$ cat config.mk
export PLATFORM = sky130hd
export DESIGN_NAME = alu_issue
export DESIGN_NICKNAME = d
export VERILOG_FILES = /design/src/rtl/alu_issue.sv
export SDC_FILE = /design/constraint.sdc
export NUM_CORES = 1
export LEC_CHECK = 0
export CORE_UTILIZATION = 47
export DETAILED_ROUTE_END_ITERATION = 10
export GPL_TIMING_DRIVEN = 0
export PLACE_DENSITY_LB_ADDON = 0.08
export SLEW_MARGIN = 15
export SYNTH_ARGS = -nofsm -noshare
export SYNTH_HDL_FRONTEND = slang
export SYNTH_SLANG_ARGS = --single-unit
$ cat constraint.sdc
create_clock -name clk -period 2.59 [get_ports clk]
set_input_delay 0.259 -clock clk [delete_from_list [all_inputs] [get_ports clk]]
set_output_delay 0.259 -clock clk [all_outputs]
set_load 0.005 [all_outputs]
$ cat src/rtl/alu_issue.sv
// alu_issue: FIFO-buffered command front-end that issues one op at a time to a multi-cycle ALU
// and returns its result (or a timeout/illegal-mode error) with the request tag.
module alu_issue #(
    parameter int DEPTH   = 4,
    parameter int TAG_W   = 4,
    parameter int TIMEOUT = 64
) (
    input  logic                     clk,
    input  logic                     rst,
    input  logic                     cmd_valid,
    output logic                     cmd_ready,
    input  logic [3:0]               cmd_mode,
    input  logic [31:0]              cmd_a,
    input  logic [31:0]              cmd_b,
    input  logic [TAG_W-1:0]         cmd_tag,
    output logic                     alu_valid,
    output logic [3:0]               alu_mode,
    output logic [31:0]              alu_a,
    output logic [31:0]              alu_b,
    input  logic                     alu_ready,
    input  logic [63:0]              alu_data,
    output logic                     rsp_valid,
    input  logic                     rsp_ready,
    output logic [63:0]              rsp_data,
    output logic [TAG_W-1:0]         rsp_tag,
    output logic                     rsp_err,
    output logic                     busy,
    output logic [$clog2(DEPTH):0]   count
);
    localparam int AW = $clog2(DEPTH);
    localparam int CW = AW + 1;
    localparam int TW = $clog2(TIMEOUT);

    typedef enum logic [1:0] {IDLE, ISSUE, WAIT, RESP} state_t;

    state_t state, state_nx;
    logic [AW-1:0] wr_ptr, rd_ptr;
    logic [TW-1:0] timer;
    logic [3:0] fifo_mode [DEPTH];
    logic [31:0] fifo_a [DEPTH];
    logic [31:0] fifo_b [DEPTH];
    logic [TAG_W-1:0] fifo_tag [DEPTH];
    logic push, pop, head_ok, timeout;

    assign cmd_ready = count != CW'(DEPTH);
    assign push      = cmd_valid && cmd_ready;
    assign pop       = state == IDLE && count != '0;
    assign head_ok   = fifo_mode[rd_ptr] <= 4'd10;
    assign timeout   = timer == TW'(TIMEOUT - 1);
    assign alu_valid = state == ISSUE;
    assign rsp_valid = state == RESP;
    assign busy      = state != IDLE || count != '0;

    always_comb begin
        state_nx = state;
        case (state)
            IDLE:    state_nx = pop ? (head_ok ? ISSUE : RESP) : IDLE;
            ISSUE:   state_nx = WAIT;
            WAIT:    state_nx = (alu_ready || timeout) ? RESP : WAIT;
            RESP:    state_nx = rsp_ready ? IDLE : RESP;
            default: state_nx = IDLE;
        endcase
    end

    always_ff @(posedge clk) begin
        if (rst)
            state <= IDLE;
        else
            state <= state_nx;
    end

    // Storage is not reset: the pointers and count alone define what is valid.
    always_ff @(posedge clk) begin
        if (push) begin
            fifo_mode[wr_ptr] <= cmd_mode;
            fifo_a[wr_ptr]    <= cmd_a;
            fifo_b[wr_ptr]    <= cmd_b;
            fifo_tag[wr_ptr]  <= cmd_tag;
        end
    end

    always_ff @(posedge clk) begin
        if (rst) begin
            wr_ptr   <= '0;
            rd_ptr   <= '0;
            count    <= '0;
            timer    <= '0;
            alu_mode <= '0;
            alu_a    <= '0;
            alu_b    <= '0;
            rsp_data <= '0;
            rsp_tag  <= '0;
            rsp_err  <= 1'b0;
        end else begin
            if (push)
                wr_ptr <= wr_ptr + AW'(1);
            if (pop)
                rd_ptr <= rd_ptr + AW'(1);
            count <= count + CW'(push) - CW'(pop);
            if (pop) begin
                rsp_tag <= fifo_tag[rd_ptr];
                if (head_ok) begin
                    alu_mode <= fifo_mode[rd_ptr];
                    alu_a    <= fifo_a[rd_ptr];
                    alu_b    <= fifo_b[rd_ptr];
                end else begin
                    rsp_data <= '0;
                    rsp_err  <= 1'b1;
                end
            end
            if (state == ISSUE)
                timer <= '0;
            // A ready pulse outside WAIT never reaches the response registers.
            if (state == WAIT) begin
                if (alu_ready) begin
                    rsp_data <= alu_data;
                    rsp_err  <= 1'b0;
                end else if (timeout) begin
                    rsp_data <= '0;
                    rsp_err  <= 1'b1;
                end else begin
                    timer <= timer + TW'(1);
                end
            end
        end
    end
endmodule
==> results of run 1 <==
==> per-stage QoR <==
| step | area (um^2) | instances | utilization (%) | setup TNS [ns] |
|---|---|---|---|---|
| after floorplan | 16300 | 956 | - | 0 |
| after global placement | 19700 | 1687 | 58.3 | -97.64 |
| after detailed placement | 19900 | 1691 | 58.6 | -4.09 |
| after CTS | 21400 | 1775 | 63.3 | -0.0207 |
| after global routing | 21500 | 1775 | 63.3 | -0.00838 |
| final | 21500 | 1777 | 63.4 | 0 |
==> layout make-up <==
cell class	instances	area, um^2	share of cell area [%]
buffer	76	407	1.90
sequential	442	11700	54.7
antenna	2	5.00	0.0233
timing repair buffer	287	2940	13.7
clock inverter	17	219	1.02
inverter	8	30.0	0.140
tap	448	561	2.61
clock buffer	67	1340	6.25
multi-input combinational	430	4220	19.7
==> critical path: stages, from the launching register on <==
cell      delay, ns
dfxtp_2        0.41
mux4_2         0.57
nor3_4         0.43
clkbuf_2       0.37
buf_2          0.35
o21ai_1        0.13
a21oi_2        0.11
==> layer usage <==
metal  track usage [%]  share of wire (%)
met3              3.95                5.3
met1              29.0                 43
met2              36.4                 49
met5                 0              0.029
met4              5.89                2.1
==> registers in the layout, summed over array words and instances, names as in the netlist, named ones only <==
register   flops
count          3
alu_a         32
rsp_tag        4
rsp_data      64
state          2
fifo_b       128
wr_ptr         2
fifo_mode     16
alu_b         32
alu_mode       4
rd_ptr         2
rsp_err        1
timer          6
fifo_tag      16
fifo_a       128
==> timing repair <==
item	4_1_cts	5_1_grt
endpoints found under the setup margin	33	72
resized for setup	5	24
hold buffers	0	0
pin swaps	0	2
==> kinds of logic (layout without fill, tap and decap cells) <==
group                    Yosys count  in the layout  share of synthesized area [%]
adder cells (fa/ha/maj)            8              8                          0.659
AO/OA/AOI/OAI                    219            219                           9.92
other                              0              2                              0
buffers and inverters             84            455                           2.60
multiplexers                      77             77                           10.3
AND/OR/NAND/NOR                  120            120                           4.43
flip-flops                       442            442                           71.8
XOR/XNOR                           6              6                          0.322
==> power breakdown <==
part / switching (mW) / internal (mW)
sequential: 0.566 / 8.73
combinational: 3.36 / 3.24
clock: 2.59 / 4.09
==> cell usage in the layout, fill, tap and decap left out, drive strengths merged, types with 2 or more instances in the layout <==
cell             n
a21oi           74
clkbuf         118
clkinv           9
nor3b            2
ha               7
nand4            2
mux4            72
o21ai           68
dfxtp          154
nand2            8
nor2            15
and3             5
and2             2
nand2b           3
buf             29
a32o            64
nor2b            3
a21o             2
nor3             5
clkinvlp         2
diode            2
inv              9
nand3           71
bufinv           5
mux2i            4
a31oi            2
xnor2            5
clkdlybuf4s50  283
edfxtp         288
==> worst max path at each step <==
stage               slack (ns)        end
detailed placement       -0.39  alu_a[17]
global route            -0.008   count[2]
CTS                      -0.02  alu_a[17]
floorplan                 0.23   count[2]
finish                    0.13  alu_a[17]
global placement         -0.39  alu_a[17]
==> run metrics, run 1 <==
worst-skew pair later-pin latency=0.54 ns; cell count after synthesis=956; fin worst setup slack=0.131 ns; row count=67; R2R cell count=6; dominant synthesized flop cell=edfxtp_1; Initial Utilization=48.2%; Commonest cells post-synth=edfxtp_1 (288), dfxtp_1 (154), mux4_2 (71), a32o_1 (64), nand3_1 (51); dpl hpwl=24800 um; I/O Pins=285; Slew HR=35.3%; vias post-DR=9696; Clock transition at path regs=0.06 ns; HP Start=alu_data[42]; ANT nets after route=0; Synth top area share=52.9%; clock sinks=442; htree depth=2; outcome=completed; final hold viol count=0; kind of critical path=register to register; TritonCTS clock tree=done; Final #Nets=1440; post-synthesis register bit count=442; initial DRC count=728; total power=22.6 mW; dpl ws=-0.388 ns; layout cells sized above 1=19.1%; area leader, netlist=edfxtp_1; synth warn=0; global-route wire length before repair=58800 um; maxcap violations=0; FFs w/ async S/R, synth=0%; average cell area after synthesis=17.1 um^2; most frequent cell after synthesis=edfxtp_1; Final Cycle Share=95.0%; die area=35500 um^2; vias per cell=5.46; clock buffer depth=3; Die Height=188 um; Worst EP arrival=2.92 ns; post-layout minimum cycle time=2.46 ns; Slew Limit Fails=0; Worst R2R Setup Slack=0.13 ns; top cells by area, synth=edfxtp_1 (53%), dfxtp_1 (19%), mux4_2 (9.8%), a32o_1 (3.9%), nand3_1 (1.6%); largest net degree at the start of global routing=48; Core ar.=33900 um^2; die width=188 um; final worst clock skew=0.0226 ns; VDD IR max=699 uV; Hold Slack=0.319 ns; IO Port Bufs=283; # DRC=0; final setup violating endpoints=0; FF-to-FF End=alu_a[17]; setup bufs post-CTS=0; cell leakage power=6.98 nW; Hold WC Path Type=primary input to register; root buffer cell=clkbuf_16; Cell Area, Synth=16300 um^2; Crit Path Max Fanout=10; number of flops mapped to enable cells by yosys=288; Slew @ Worst Pin=0.971 ns; Final Wtd Congestion=0.771; vias in the first global route=9980; Critical Path RT=3.05 ns; fillcell total=2548; Num CTS Buffers=46; critical path endpoint category=register; startpoint types=register; Hold Path Sink=rsp_data[42]; initial antenna violation count=3; DRT Pass-1 Iters=5; Hold Path Depth=2; detailed-route wire length=38200 um; GRT overflow=0; Post-Syn Nets=1105; max frequency=407 MHz; PwrDens=1050 nW/um^2; Yosys cell types=52; post-synthesis sequential area ratio=71.8%; Tot GR Track Use=21.7%; RSZ-0062 raised after global routing=yes; WL/cell=21.5 um; area delta synth->final=31.3%
No activity file was read; power rests on OpenSTA's default activity.
==> inputs of run 2 (changes only) <==
- SETUP_SLACK_MARGIN: not set -> 0.3
==> run metrics, run 2 (synthesis gave the netlist of run 1 again) <==
htree depth=2 (unchanged); Final #Nets=1449 (+0.63%); startpoint types=register; combinational power share=30.3% (+1.1 points); Critical Path RT=2.33 ns (-0.72 ns); ANT nets after route=0 (unchanged); die width=188 um (unchanged); kind of critical path=register to output pin; Sequential Power Share=41.4% (+0.2 points); detailed-route wire length=37900 um (-0.65%); switching share of power=29.0% (+0.17 points); Tot GR Track Use=21.2% (-0.41 points); fin worst setup slack=0.378 ns (+0.247 ns); commonest cells after routing, fill and taps aside=edfxtp_1 (288), clkdlybuf4s50_1 (283), dfxtp_1 (150); final worst clock skew=0.0127 ns (-0.00989 ns); cell leakage power=7.03 nW (+0.73%); RSZ-0062 raised after global routing=yes; Slew Limit Fails=0 (unchanged); final core occ=63.4% (+0.089 points); initial DRC count=579 (-20%); R2R cell count=7 (+1); GRT met1 Usage=28.6% (-0.42 points); final setup violating endpoints=0 (unchanged); outcome=completed; Clock transition at path regs=0.06 ns (about the same); layout cells sized above 1=20.6% (+1.5 points); WL/cell=21.2 um (-1.3%); Hold Path Depth=2 (unchanged); worst-skew pair later-pin latency=0.53 ns (about the same); initial antenna violation count=7 (+4); critical path endpoint category=output pin; Final Wtd Congestion=0.784 (+1.8%); met3 usage=5.10% (+1.2 points); GRT overflow=0 (unchanged); vias in the first global route=9781 (-2.0%); clock sinks=442 (unchanged); busiest grt layer=met2; Worst EP arrival=1.95 ns (-0.97 ns); max frequency=452 MHz (+11%); IO Port Bufs=283 (unchanged); TNS Setup=0 ns (unchanged); row count=67 (unchanged); total power=22.5 mW (-0.53%); root buffer cell=clkbuf_16; Slew HR=34.4% (-0.86 points); dpl ws=-0.299 ns (+0.0887 ns); sw power=6.53 mW (about the same); # DRC=0 (unchanged); dpl hpwl=24600 um (-0.74%); leading cell type in the layout, fill and taps excluded=edfxtp_1; area delta synth->final=31.5%; Die Height=188 um (unchanged); Num CTS Buffers=46 (unchanged); global-route wire length before repair=57600 um (-2.1%); TritonCTS clock tree=done; vias post-DR=9862 (+1.7%); Non-Filler Instances=1788 (+0.62%); die area=35500 um^2 (unchanged); Initial Utilization=48.2% (unchanged); Inst Count DP=1691 (unchanged); maxcap violations=0 (unchanged); Final Cycle Share=85.4% (-9.5 points); Crit Path Max Fanout=6 (-4); top flop regs=fifo_a x128, fifo_b x128, rsp_data x64; Core ar.=33900 um^2 (unchanged); clock buffer depth=3 (unchanged); DRT Pass-1 Iters=4 (-1); Hold WC Path Type=primary input to register; met2 usage=34.9% (-1.5 points); final hold viol count=0 (unchanged); clock network power share=28.3% (-1.3 points); I/O Pins=285 (unchanged); Pint=15.9 mW (-0.77%); vias per cell=5.52 (+1.1%); post-layout minimum cycle time=2.21 ns (-0.247 ns); VDD IR max=578 uV (-17%); PwrDens=1050 nW/um^2 (-0.67%); Slew @ Worst Pin=0.984 ns (+0.0130 ns); largest net degree at the start of global routing=45 (-6.3%)
-- run 2: stage by stage --
stage | hold WS, ns | cell area, um^2
after detailed placement | 0.461 | 19900
after floorplan | 0.358 | 16400
final | 0.326 | 21500
after global placement | 0.454 | 19800
after CTS | 0.302 | 21400
after global routing | 0.314 | 21500
-- run 2: layout make-up --
cell class | instances | area, um^2
fill | 2538 | 12400
antenna | 3 | 7.51
clock buffer | 67 | 1310
tap | 448 | 561
multi-input combinational | 430 | 4240
timing repair buffer | 296 | 2990
inverter | 8 | 30.0
sequential | 442 | 11700
clock inverter | 18 | 161
buffer | 76 | 448
-- run 2: metal layers --
metal  up-vias  share of wire, %
met2       288                49
li1       4537                 -
met1      4984                43
met5         -              0.12
met4         6               1.6
met3        47               6.3
-- run 2: timing repair --
| action | 4_1_cts | 5_1_grt |
|---|---|---|
| hold buffers | 0 | 0 |
| buffers inserted | 5 | 4 |
| gates resized for setup | 31 | 22 |
| setup endpoints to repair | 134 | 122 |
| pin swaps | 4 | 5 |
-- run 2: power groups by stage --
| stage | sequential [mW] | clock, mW | combinational (mW) |
|---|---|---|---|
| 3_3_place_gp | 9.45 | 0 | 6.53 |
| 4_1_cts | 9.31 | 6.50 | 6.85 |
| 3_5_place_dp | 9.44 | 0 | 6.65 |
| 2_1_floorplan | 9.38 | 0 | 3.72 |
| 6_report | 9.30 | 6.36 | 6.81 |
| 5_1_grt | 9.42 | 6.78 | 7.39 |
-- run 2: worst max-delay path, stage by stage, from the launching register on --
cell and delay, ns:
dfxtp_4 0.33, buf_4 0.15, nor3_4 0.19, buf_4 0.23, nand2_1 0.07, clkdlybuf4s50_1 0.46
-- run 2: final timing paths --
check             slack, ns         from           to
setup / recovery       0.38     count[2]         busy
hold / removal         0.33  alu_data[7]  rsp_data[7]
setup reg to reg       0.38     register     alu_b[4]
hold reg to reg        0.46    alu_b[15]    alu_b[15]
==> inputs of run 3 (changes only) <==
- ABC_AREA: not set -> 1
- CORE_UTILIZATION: 47 -> 48
- SETUP_SLACK_MARGIN: 0.3 -> not set
==> run metrics, run 3 <==
commonest cells after routing, fill and taps aside=edfxtp_1 (288), clkdlybuf4s50_1 (283), nor2_1 (162); Synth top area share=52.0% (-0.94 points); Hold Path Depth=4 (+2); Final #Nets=1934 (+33%); kind of critical path=register to register; leading cell type in the layout, fill and taps excluded=edfxtp_1; Num CTS Buffers=46 (unchanged); met3 usage=4.49% (-0.61 points); max frequency=418 MHz (-7.6%); vias post-DR=12200 (+24%); GRT overflow=0 (unchanged); average cell area after synthesis=11.6 um^2 (-32%); Hold WC Path Type=primary input to register; Sequential cell area=11700 um^2 (-0.11%); Cell Area, Synth=16600 um^2 (+1.8%); post-synthesis register bit count=442 (unchanged); Yosys cell types=36 (-31%); VDD IR max=639 uV (+10%); I/O Pins=285 (unchanged); Worst R2R Setup Slack=0.20 ns (-0.18 ns); met2 usage=40.6% (+5.6 points); Tot GR Track Use=24.3% (+3.1 points); HP Start=rst; Commonest cells post-synth=edfxtp_1 (288), nor2_1 (166), dfxtp_1 (154), o21ai_0 (149); TritonCTS clock tree=done; die width=188 um (-0.16%); Final Cycle Share=92.4% (+7.0 points); TNS Setup=0 ns (unchanged); root buffer cell=clkbuf_16; Core ar.=33800 um^2 (-0.25%); dominant synthesized flop cell=edfxtp_1; worst-skew pair later-pin latency=0.54 ns (about the same); Final Wtd Congestion=0.806 (+2.7%); Die Height=188 um (-0.16%); row count=67 (unchanged); dpl hpwl=29300 um (+19%); Critical Path RT=2.98 ns (+0.65 ns); largest net degree at the start of global routing=25 (-44%); most frequent cell after synthesis=edfxtp_1; final setup violating endpoints=0 (unchanged); WL/cell=19.2 um (-9.4%); IO Port Bufs=283 (unchanged); Worst EP arrival=2.78 ns (+0.83 ns); initial DRC count=774 (+34%); htree depth=2 (unchanged); area delta synth->final=31.4%; FF-to-FF End=count[2]; layout cells sized above 1=10.3% (-10 points); total power=23.7 mW (+5.4%); clock buffer depth=3 (unchanged); synth warn=0 (unchanged); cell count after synthesis=1440 (+51%); area leader, netlist=edfxtp_1; clock sinks=442 (unchanged); critical path endpoint category=register; R2R cell count=10 (+3); # DRC=0 (unchanged); RSZ-0062 raised after global routing=no; top flop regs=fifo_a x128, fifo_b x128, rsp_data x64; top cells by area, synth=edfxtp_1 (52%), dfxtp_1 (19%), o21ai_0 (4.5%), nand3_1 (4.2%), a21oi_1 (3.8%); busiest grt layer=met2; PwrDens=1080 nW/um^2 (+3.6%); worst r2r src=count[2]; Slew HR=27.1% (-7.3 points); detailed-route wire length=43600 um (+15%); final worst clock skew=0.0187 ns (+0.00600 ns); Clock transition at path regs=0.05 ns (about the same); outcome=completed; Crit Path Max Fanout=10 (+4); Post-Syn Nets=1589 (+44%); Slew Limit Fails=0 (unchanged); Initial Utilization=49.2% (+0.99 points); vias in the first global route=11900 (+22%); final hold viol count=0 (unchanged); FFs w/ async S/R, synth=0% (unchanged); fillcell total=2666 (+5.0%); cell leakage power=7.41 nW (+5.4%); initial antenna violation count=1 (-6); maxcap violations=0 (unchanged); DRT Pass-1 Iters=5 (+1); GRT met1 Usage=32.0% (+3.4 points); post-synthesis sequential area ratio=70.5% (-1.3 points); post-layout minimum cycle time=2.39 ns (+0.182 ns); Multi-input gate area=4250 um^2 (+0.30%); ANT nets after route=0 (unchanged); global-route wire length before repair=66400 um (+15%); vias per cell=5.38 (-2.5%); die area=35400 um^2 (-0.31%); CP startpoint=count[2]; number of flops mapped to enable cells by yosys=288 (unchanged); startpoint types=register; Hold Path Sink=rsp_err; Slew @ Worst Pin=1.09 ns (+0.110 ns)
-- run 3: changes by cell type in the layout (fill, tap and decap cells not counted), sizes merged, moves of 64 or more --
cell,delta
nor2,+153
a21oi,+71
nand3,+71
o22ai,+64
a32o,-64
o21ai,+83
nand2,+156
mux4,-72
-- run 3: how the worst max path moves through the flow --
stage                     to  slack (ns)
2_1_floorplan   fifo_a[0][0]       -0.52
3_3_place_gp    fifo_a[3][5]       -2.35
3_5_place_dp   fifo_b[2][20]        0.03
4_1_cts             count[1]        0.06
5_1_grt             count[2]        0.02
6_report            count[2]        0.20
-- run 3: power breakdown --
group	internal, mW	switching [mW]	leakage (nW)
Combinational	3.31	4.71	2.80
Clock	3.84	2.59	0.712
Sequential	8.69	0.535	3.89
Total	15.8	7.83	7.41
-- run 3: what timing repair did --
action                                  CTS  global route
hold buffers                              0             0
endpoints found under the setup margin    0            25
endpoints found under the hold margin     0             0
setup buffers                             0             2
gates resized for setup                   0             3
-- run 3: per-layer routing --
| layer | vias up | share of wire [%] |
|---|---|---|
| met2 | 426 | 49 |
| met4 | 0 | 2.5 |
| li1 | 5821 | - |
| met5 | - | 0 |
| met1 | 5886 | 42 |
| met3 | 70 | 6.5 |
-- run 3: logic make-up after synthesis --
group / after synthesis / synth area share [%]
flip-flops: 442 / 70.5
AO/OA/AOI/OAI: 368 / 12.2
AND/OR/NAND/NOR: 478 / 12.4
buffers and inverters: 142 / 4.18
adder cells (fa/ha/maj): 8 / 0.647
XOR/XNOR: 2 / 0.105
-- run 3: per-stage QoR --
step	hold WS [ns]	std cells	area, um^2	setup slack (ns)	utilization (%)
final	0.249	2268	21800	0.196	64.7
after global routing	0.284	2267	21800	0.0224	64.7
after CTS	0.213	2265	21800	0.0613	64.6
after detailed placement	0.453	2183	20300	0.0296	60.2
after global placement	0.449	2171	20000	-2.35	59.3
after floorplan	0.358	1440	16600	-0.524	-
-- run 3: critical path: stages, from the launching register on --
cell and delay (ns):
dfxtp_1 0.40, inv_1 0.09, a31oi_4 0.28, buf_6 0.22
buf_2 0.28, ha_1 0.16, inv_1 0.04, ha_1 0.18
fa_1 0.41, xor2_1 0.16, nor2_1 0.05
-- run 3: cell type report --
class / count / share of cell area [%]
Inverter: 38 / 0.664
Tap cell: 448 / 2.57
Antenna cell: 1 / 0.0115
Clock inverter: 19 / 0.951
Timing Repair Buffer: 297 / 14.3
Clock buffer: 63 / 5.84
Sequential cell: 442 / 53.7
Multi-Input combinational cell: 856 / 19.4
Buffer: 104 / 2.53
